File: config.mk
export PLATFORM = sky130hd
export DESIGN_NAME = sync_up_counter
export DESIGN_NICKNAME = d
export VERILOG_FILES = /design/src/rtl/counter_pkg.sv /design/src/rtl/sync_up_counter_cnt_reg.sv /design/src/rtl/sync_up_counter.sv
export SDC_FILE = /design/constraint.sdc
export NUM_CORES = 1
export LEC_CHECK = 0
export CELL_PAD_IN_SITES_DETAIL_PLACEMENT = 0
export CELL_PAD_IN_SITES_GLOBAL_PLACEMENT = 1
export CORE_AREA = 5 5 42 44
export DETAILED_ROUTE_END_ITERATION = 8
export DIE_AREA = 0 0 47 49
export HOLD_SLACK_MARGIN = 0.15
export PLACE_DENSITY = 0.42
export SLEW_MARGIN = 20
export SYNTH_ARGS = -nofsm -noshare
export SYNTH_HDL_FRONTEND = slang
export SYNTH_SLANG_ARGS = --single-unit
File: constraint.sdc
create_clock -name clk -period 1.4 [get_ports clk]
set_input_delay 0.28 -clock clk [delete_from_list [all_inputs] [get_ports clk]]
set_output_delay 0.28 -clock clk [all_outputs]
set_load 0.02 [all_outputs]
File: src/rtl/counter_pkg.sv
// Shared definitions for the free-running up-counter: default width and the
// wrap-aware increment used to compute the next count.
package counter_pkg;

    // Default counter width when the instantiating level does not override it.
    localparam int unsigned CNT_WIDTH_DEF = 4;

    // Next count after one rising edge. Any value at or above max, including an
    // out-of-range value left by an upset, returns to rst_val. Every other value
    // steps up by one. The arguments are 32 bits wide so that every counter width
    // can share this one function.
    function automatic logic [31:0] next_count(
        input logic [31:0] q,
        input logic [31:0] max,
        input logic [31:0] rst_val
    );
        logic [31:0] result;
        if (q >= max) begin
            result = rst_val;
        end else begin
            result = q + 32'd1;
        end
        return result;
    endfunction

endpackage

File: src/rtl/sync_up_counter_cnt_reg.sv
// Count register: a WIDTH-bit register with an asynchronous active-low clear.
// The clear loads RESET_VALUE instead of zero.
module cnt_reg
    import counter_pkg::*;
#(
    parameter int unsigned WIDTH       = CNT_WIDTH_DEF,
    parameter int unsigned RESET_VALUE = 0
) (
    input  logic             clk,
    input  logic             rst,
    input  logic [WIDTH-1:0] d,
    output logic [WIDTH-1:0] q
);

    // State register: the clear acts immediately. Otherwise load the next count on every edge.
    always_ff @(posedge clk or negedge rst) begin
        if (!rst) begin
            q <= WIDTH'(RESET_VALUE);
        end else begin
            q <= d;
        end
    end

endmodule

File: src/rtl/sync_up_counter.sv
// Free-running synchronous up-counter. It counts from RESET_VALUE up to
// MAX_COUNT and then wraps. tc flags the terminal count.
module sync_up_counter
    import counter_pkg::*;
#(
    parameter int unsigned WIDTH       = CNT_WIDTH_DEF,
    parameter int unsigned MAX_COUNT   = (1 << WIDTH) - 1,
    parameter int unsigned RESET_VALUE = 0
) (
    input  logic             clk,
    input  logic             rst,
    output logic [WIDTH-1:0] Q,
    output logic             tc
);

    logic [WIDTH-1:0] count;
    logic [WIDTH-1:0] count_next;

    // Next-state decode: increment, or wrap to RESET_VALUE at or beyond MAX_COUNT.
    always_comb begin
        count_next = WIDTH'(next_count(32'(count), 32'(MAX_COUNT), 32'(RESET_VALUE)));
    end

    cnt_reg #(
        .WIDTH       (WIDTH),
        .RESET_VALUE (RESET_VALUE)
    ) u_cnt_reg (
        .clk (clk),
        .rst (rst),
        .d   (count_next),
        .q   (count)
    );

    // The terminal count is decoded only from the registered value. It therefore
    // changes once per edge together with Q and tracks the clear during reset.
    always_comb begin
        tc = (count == WIDTH'(MAX_COUNT));
    end

    assign Q = count;

endmodule

==> results of run 1 <==
[logic make-up (layout without fill, tap and decap cells)]
family,count (synthesis),in the layout,synth area share [%]
simple gates,5,5,20.0
xor+xnor,1,1,5.19
fa+ha+maj,1,1,7.41
flops,4,4,59.3
compound gates,1,1,5.93
buf+inv,1,16,2.22
[per-layer routing]
layer | part of all wire [%] | vias to the layer above | global-route usage (%)
met1 | 37 | 72 | 3.55
met2 | 50 | 7 | 6.33
met3 | 13 | 0 | 2.21
li1 | - | 75 | -
met4 | 0 | 0 | 6.91
met5 | 0 | - | 0
[metrics by stage]
stage	instances	util, %	worst slack [ns]	hold WS, ns	power [mW]
floorplan	13	-	0.167	-0.0156	0.118
global placement	40	20.4	-0.149	0.490	0.122
detailed placement	40	20.4	-0.168	0.501	0.123
CTS	43	22.0	0.00374	0.249	0.271
global route	44	22.8	0.0105	0.263	0.272
finish	44	22.8	0.0564	0.252	0.260
[layout by cell type (no fill, tap or decap)]
cell and count:
sky130_fd_sc_hd__buf_4 6, sky130_fd_sc_hd__dlygate4sd2_1 4, sky130_fd_sc_hd__dfrtp_1 4, sky130_fd_sc_hd__clkbuf_4 3, sky130_fd_sc_hd__and3_4 1, sky130_fd_sc_hd__nor2_1 1, sky130_fd_sc_hd__xor2_1 1, sky130_fd_sc_hd__inv_1 1
sky130_fd_sc_hd__nand2_1 1, sky130_fd_sc_hd__and4b_1 1, sky130_fd_sc_hd__and2b_2 1, sky130_fd_sc_hd__a311o_1 1, sky130_fd_sc_hd__ha_2 1, sky130_fd_sc_hd__clkdlybuf4s50_1 1, sky130_fd_sc_hd__buf_6 1
[synthesized netlist by cell type (all sizes together)]
master | instances | area (um^2)
and3 | 1 | 7.51
nor2 | 1 | 3.75
dfrtp | 4 | 100
a311o | 1 | 10.0
and4b | 1 | 10.0
nand2 | 1 | 3.75
ha | 1 | 12.5
inv | 1 | 3.75
xor2 | 1 | 8.76
and2b | 1 | 8.76
[timing repair]
item,in CTS,in global routing
setup buffers,0,1
gates resized for setup,11,1
hold endpoints to repair,0,0
hold buffers,0,0
pin swaps,0,1
setup endpoints to repair,5,1
[area by class of cell]
type | instances | area share [%]
inverters | 1 | 1.18
flip-flops and latches | 4 | 31.4
multi-input cells | 8 | 22.4
well taps | 16 | 6.27
clock buffers | 3 | 7.06
repair buffers | 12 | 31.8
[report_power, final]
part / total, mW / switching (mW) / leakage (nW) / internal (mW)
clock network: 0.140 / 0.0439 / 0.0138 / 0.0957
logic: 0.00456 / 0.00208 / 0.106 / 0.00248
registers: 0.116 / 0 / 0.0518 / 0.116
total: 0.260 / 0.0459 / 0.171 / 0.214
[how the worst max path moves through the flow]
stage | cells after the start | startpoint | end
final | 2 | u_cnt_reg.q[3] | Q[3]
after global routing | 2 | u_cnt_reg.q[2] | Q[2]
after CTS | 3 | u_cnt_reg.q[0] | tc
after detailed placement | 3 | u_cnt_reg.q[0] | tc
after global placement | 3 | u_cnt_reg.q[0] | tc
after floorplan | 2 | u_cnt_reg.q[0] | tc
==> impl_results.md, run 1 <==
- Final setup viols: 0
- Worst vdd ir: approximately 230 uV
- Fillers: 160
- Slew at the pin closest to its max-slew limit: ~0.22 ns
- Sequential-to-total area share from yosys stat: 59.3%
- Proportion of layout cells with a drive suffix above 1: 46.4%
- Leading registers by flop count: u_cnt_reg.q x4
- Total detailed-routing wirelength: about 400 um
- Critical path, cell by cell: buf_4 -> dlygate4sd2_1
- Critical path type: flop to output pin
- Area of the die: 2300 um^2
- Height of the die: 49 um
- Syn Area/Cell: 13.0 um^2
- Per-cell via count in the routed design: 3.50
- Number of input and output port buffers inserted: 6
- Post-layout instance area: 319 um^2
- Ports: 7
- Router iterations before antenna repair: 2
- Minimum clock period after layout: 1.34 ns
- Count of distinct cell types in the synthesized netlist: 10
- Number of sinks handled by clock tree synthesis: 4
- Worst-case clock skew: 0.000352 ns
- Clock latency at the later pin of the worst-skew pair: 0.23 ns
- Vias post-DR: 154
- Startpoint of the lowest-slack register-to-register path: u_cnt_reg.q[0]
- Number of antenna violations at the first check in global routing: 0
- Placement Cell Area: between 200 and 300 um^2
- Maximum count of clock buffers along a single path: 2
- Unrepaired setup endpoints after global routing: no
- Cells after Synth: 13
- Critical Path Max Stage Delay: 0.37 ns
- Startpoint Class: flop
- Post-Syn Area: around 170 um^2
- Vias in the first global route: 180
- CTS tree: done
- Htree depth: 1
- Largest fanout on the critical path: 4
- Clock-pin slew of the registers on the worst-case setup and hold paths: approximately 0.040 ns
- Endpoints failing hold: 0
- Post-route setup TNS: 0 ns
- Total overflow reported by the global router: 0
- Root buffer selected by CTS: sky130_fd_sc_hd__clkbuf_4
- Routability congestion estimate: between 0.6 and 0.7
- Initial core utilization: 12.1%
- Diode count: 0
- Buffers plus inverters on the worst setup path: 2
- Flop and latch count out of synthesis: 4
- Power per cell area: 816 nW/um^2
- Post-layout nets: 33
- Number of buffers added by the clock tree synthesis step: 3
- Count of maximum capacitance violations: 0
- DRC violation total after the first TritonRoute iteration: 1
- Placeable core area: 1400 um^2
- Master of the slowest instance on the critical path: sky130_fd_sc_hd__dfrtp_1
- Worst r2r dst: u_cnt_reg.q[3]
- Total area of sequential cells: 100 um^2
- Standby leakage power: 0.171 nW
- Worst Path Arrival: 1.06 ns
- Max-Slew Margin vs Limit: 85.7%
- Final period util: 96.0%
- Routed WL per cell: 9.36 um
- Area growth from synthesis to layout: 88.9%
- Die width: 47 um
- Worst path top cell family by delay: buffers and inverters
- Category of the worst setup path capture point: output pin
- Flip-flop count of the largest register after layout: 4
- Total number of yosys warnings: 0
- Register bank with the most flops: u_cnt_reg.q
- Largest net degree at the start of global routing: 5
- Tot GR Track Use: 4.59%
- Data required time at the worst endpoint: 1.12 ns
- Net count after synthesis: 16
- Run status: completed
- Antenna Violating Nets Remaining: 0
- R2r worst-path depth: 3
- Final Max Slew Viols: 0
- Worst setup slack for register-to-register paths: roughly 0.26 ns
- Worst min-delay path class: primary input to asynchronous set/reset pin
- Rows: 14
- Drc violations: 0
- F_max: 744 MHz
- Area taken by multi-input logic gates: 71.3 um^2
- Global-route wire length before repair: 669 um
Power figures use the tool's default switching activity.
==> run 2, diff against run 1 <==
CORE_AREA = 2 2 39 41   (was 5 5 42 44)
DIE_AREA = 0 0 41 43   (was 0 0 47 49)
==> run 2 against run 1 <==
Effect of this change: first-iteration DRC count shrank 100%; critical path depth up 1; worst hold slack about the same; global-route usage grew 0.96 points; clock power fell by 3%; worst setup slack got worse by 0.0051 ns; maximum frequency is 0.38% lower; combinational power barely moved; sequential share of layout area is 0.76 points higher; die area decreased by 23%.
==> impl_results.md, run 2 (synthesis results as in run 1) <==
- Critical path destination: tc
- F_max: 741 MHz
- Endpoints failing hold: 0
- Total overflow reported by the global router: 0
- Largest net degree at the start of global routing: 5
- Area growth from synthesis to layout: 84.4%
- Die width: 41 um
- Flop pwr share: 45.3%
- Placement Cell Area: 287 um^2
- Clock-pin slew of the registers on the worst-case setup and hold paths: 0.04 ns
- Height of the die: 43 um
- Final Max Slew Viols: 0
- Worst path top cell family by delay: flip-flops
- Drc violations: 0
- Minimum clock period after layout: 1.35 ns
- Combinational Power Share: 1.8%
- Routability congestion estimate: between 0.6 and 0.7
- Number of sinks handled by clock tree synthesis: 4
- Beginning of the critical path: u_cnt_reg.q[1]
- Unrepaired setup endpoints after global routing: no
- Leading registers by flop count: u_cnt_reg.q x4
- Placed cell count: 40
- Worst min-delay path class: primary input to asynchronous set/reset pin
- Post-layout nets: 32
- Initial core utilization: between 10% and 20%
- Most common cell after layout, fill and taps aside: sky130_fd_sc_hd__buf_4
- Root buffer selected by CTS: sky130_fd_sc_hd__clkbuf_4
- Number of buffers added by the clock tree synthesis step: 3
- Vias post-DR: roughly 150
- Number of antenna violations at the first check in global routing: 0
- Worst-case clock skew: between 0.002 and 0.003 ns
- Largest fanout on the critical path: 2
- Worst r2r dst: u_cnt_reg.q[3]
- Standby leakage power: roughly 0.17 nW
- DRC violation total after the first TritonRoute iteration: 0
- Final setup viols: 0
- Clock network fraction of total power: a little over half
- Fraction of the core area covered by cells at the end of the flow: 22.5%
- Vias in the first global route: 160
- Max-Slew Margin vs Limit: between 80% and 90%
- NetSw: between 40 and 50 uW
- Post-layout instance area: 312 um^2
- Number of input and output port buffers inserted: 6
- Htree depth: 1
- Run status: completed
- Rows: 14
- Worst Path Arrival: ~1.1 ns
- Worst setup slack for register-to-register paths: 0.25 ns
- Flip-flop count of the largest register after layout: 4
- Category of the worst setup path capture point: output pin
- Ports: 7
- Register bank with the most flops: u_cnt_reg.q
- R2r worst-path depth: 3
- Critical path type: flop to output pin
- Area of the die: 1760 um^2
- Startpoint of the lowest-slack register-to-register path: u_cnt_reg.q[0]
- Router iterations before antenna repair: 1
- Final period util: 96.3%
- Total setup buffers inserted after CTS: 0
- Diode count: 0
- Power per cell area: 824 nW/um^2
- Placeable core area: 1380 um^2
- Global-route wire length before repair: 579 um
- Clock latency at the later pin of the worst-skew pair: 0.23 ns
- Count of maximum capacitance violations: 0
- Switching fraction of total power: 16.5%
- Internal: 214 uW
- Critical Path Max Stage Delay: 0.38 ns
- CTS tree: done
- Commonest cells after routing, fill and taps aside: sky130_fd_sc_hd__buf_4 (5), sky130_fd_sc_hd__dlygate4sd2_1 (4), sky130_fd_sc_hd__dfrtp_1 (4), sky130_fd_sc_hd__clkbuf_4 (3)
- Per-cell via count in the routed design: between 3 and 4
- Total detailed-routing wirelength: about 380 um
- Data required time at the worst endpoint: 1.12 ns
- WHS: 0.252 ns
- Antenna Violating Nets Remaining: 0
- Critical path, cell by cell: ha_2 -> and3_4 -> buf_6
- Slew at the pin closest to its max-slew limit: a little over 0.2 ns
- Tot GR Track Use: 5.55%
- Routed WL per cell: 8.91 um
- Path length in cells of the critical path: 3
- Proportion of layout cells with a drive suffix above 1: 44.4%
- Worst vdd ir: 289 uV
- Buffers plus inverters on the worst setup path: 1
- Master of the slowest instance on the critical path: sky130_fd_sc_hd__dfrtp_1
- Count of non-filler cells in the finished layout: 43
- Maximum count of clock buffers along a single path: 2
- Startpoint Class: flop
-- run 2: metrics by stage --
stage	worst slack [ns]	setup TNS (ns)	power, mW
after global routing	0.0136	0	0.267
after floorplan	0.167	0	0.118
after global placement	-0.158	-0.158	0.122
after CTS	0.00320	0	0.267
final	0.0512	0	0.257
after detailed placement	-0.179	-0.179	0.122
-- run 2: routing by layer --
metal	GRT usage [%]	part of all wire, %	vias up
met5	0	0	-
met4	8.00	0	0
met1	6.21	45	65
li1	-	-	74
met3	2.09	11	0
met2	6.25	43	6
-- run 2: area by class of cell --
type	count	area (um^2)
inverters	1	3.75
fillers	155	1070
clock buffers	3	22.5
multi-input cells	8	71.3
repair buffers	11	93.8
well taps	16	20.0
flip-flops and latches	4	100
-- run 2: worst reg2reg max path: stages (launching register included) --
cell	delay, ns
sky130_fd_sc_hd__dfrtp_1	0.37
sky130_fd_sc_hd__buf_4	0.15
sky130_fd_sc_hd__and4b_1	0.19
sky130_fd_sc_hd__a311o_1	0.32
-- run 2: timing repair --
item | CTS | global route
hold buffers | 0 | 0
pin swaps | 0 | 1
resized for setup | 11 | 1
endpoints found under the setup margin | 5 | 1
-- run 2: worst min-delay path by stage --
stage / slack [ns] / cells after the start / endpoint
floorplan: -0.02 / 0 / u_cnt_reg.q[0]
global placement: 0.49 / 1 / u_cnt_reg.q[3]
detailed placement: 0.49 / 1 / u_cnt_reg.q[1]
CTS: 0.25 / 1 / u_cnt_reg.q[3]
global route: 0.27 / 1 / u_cnt_reg.q[3]
finish: 0.25 / 1 / u_cnt_reg.q[2]
-- run 2: power groups by stage --
stage	Clock, mW	Combinational [mW]	Sequential, mW
2_1_floorplan	0	0.0000000397	0.118
3_3_place_gp	0	0.00462	0.118
3_5_place_dp	0	0.00466	0.118
4_1_cts	0.146	0.00472	0.116
5_1_grt	0.146	0.00515	0.116
6_report	0.136	0.00453	0.116
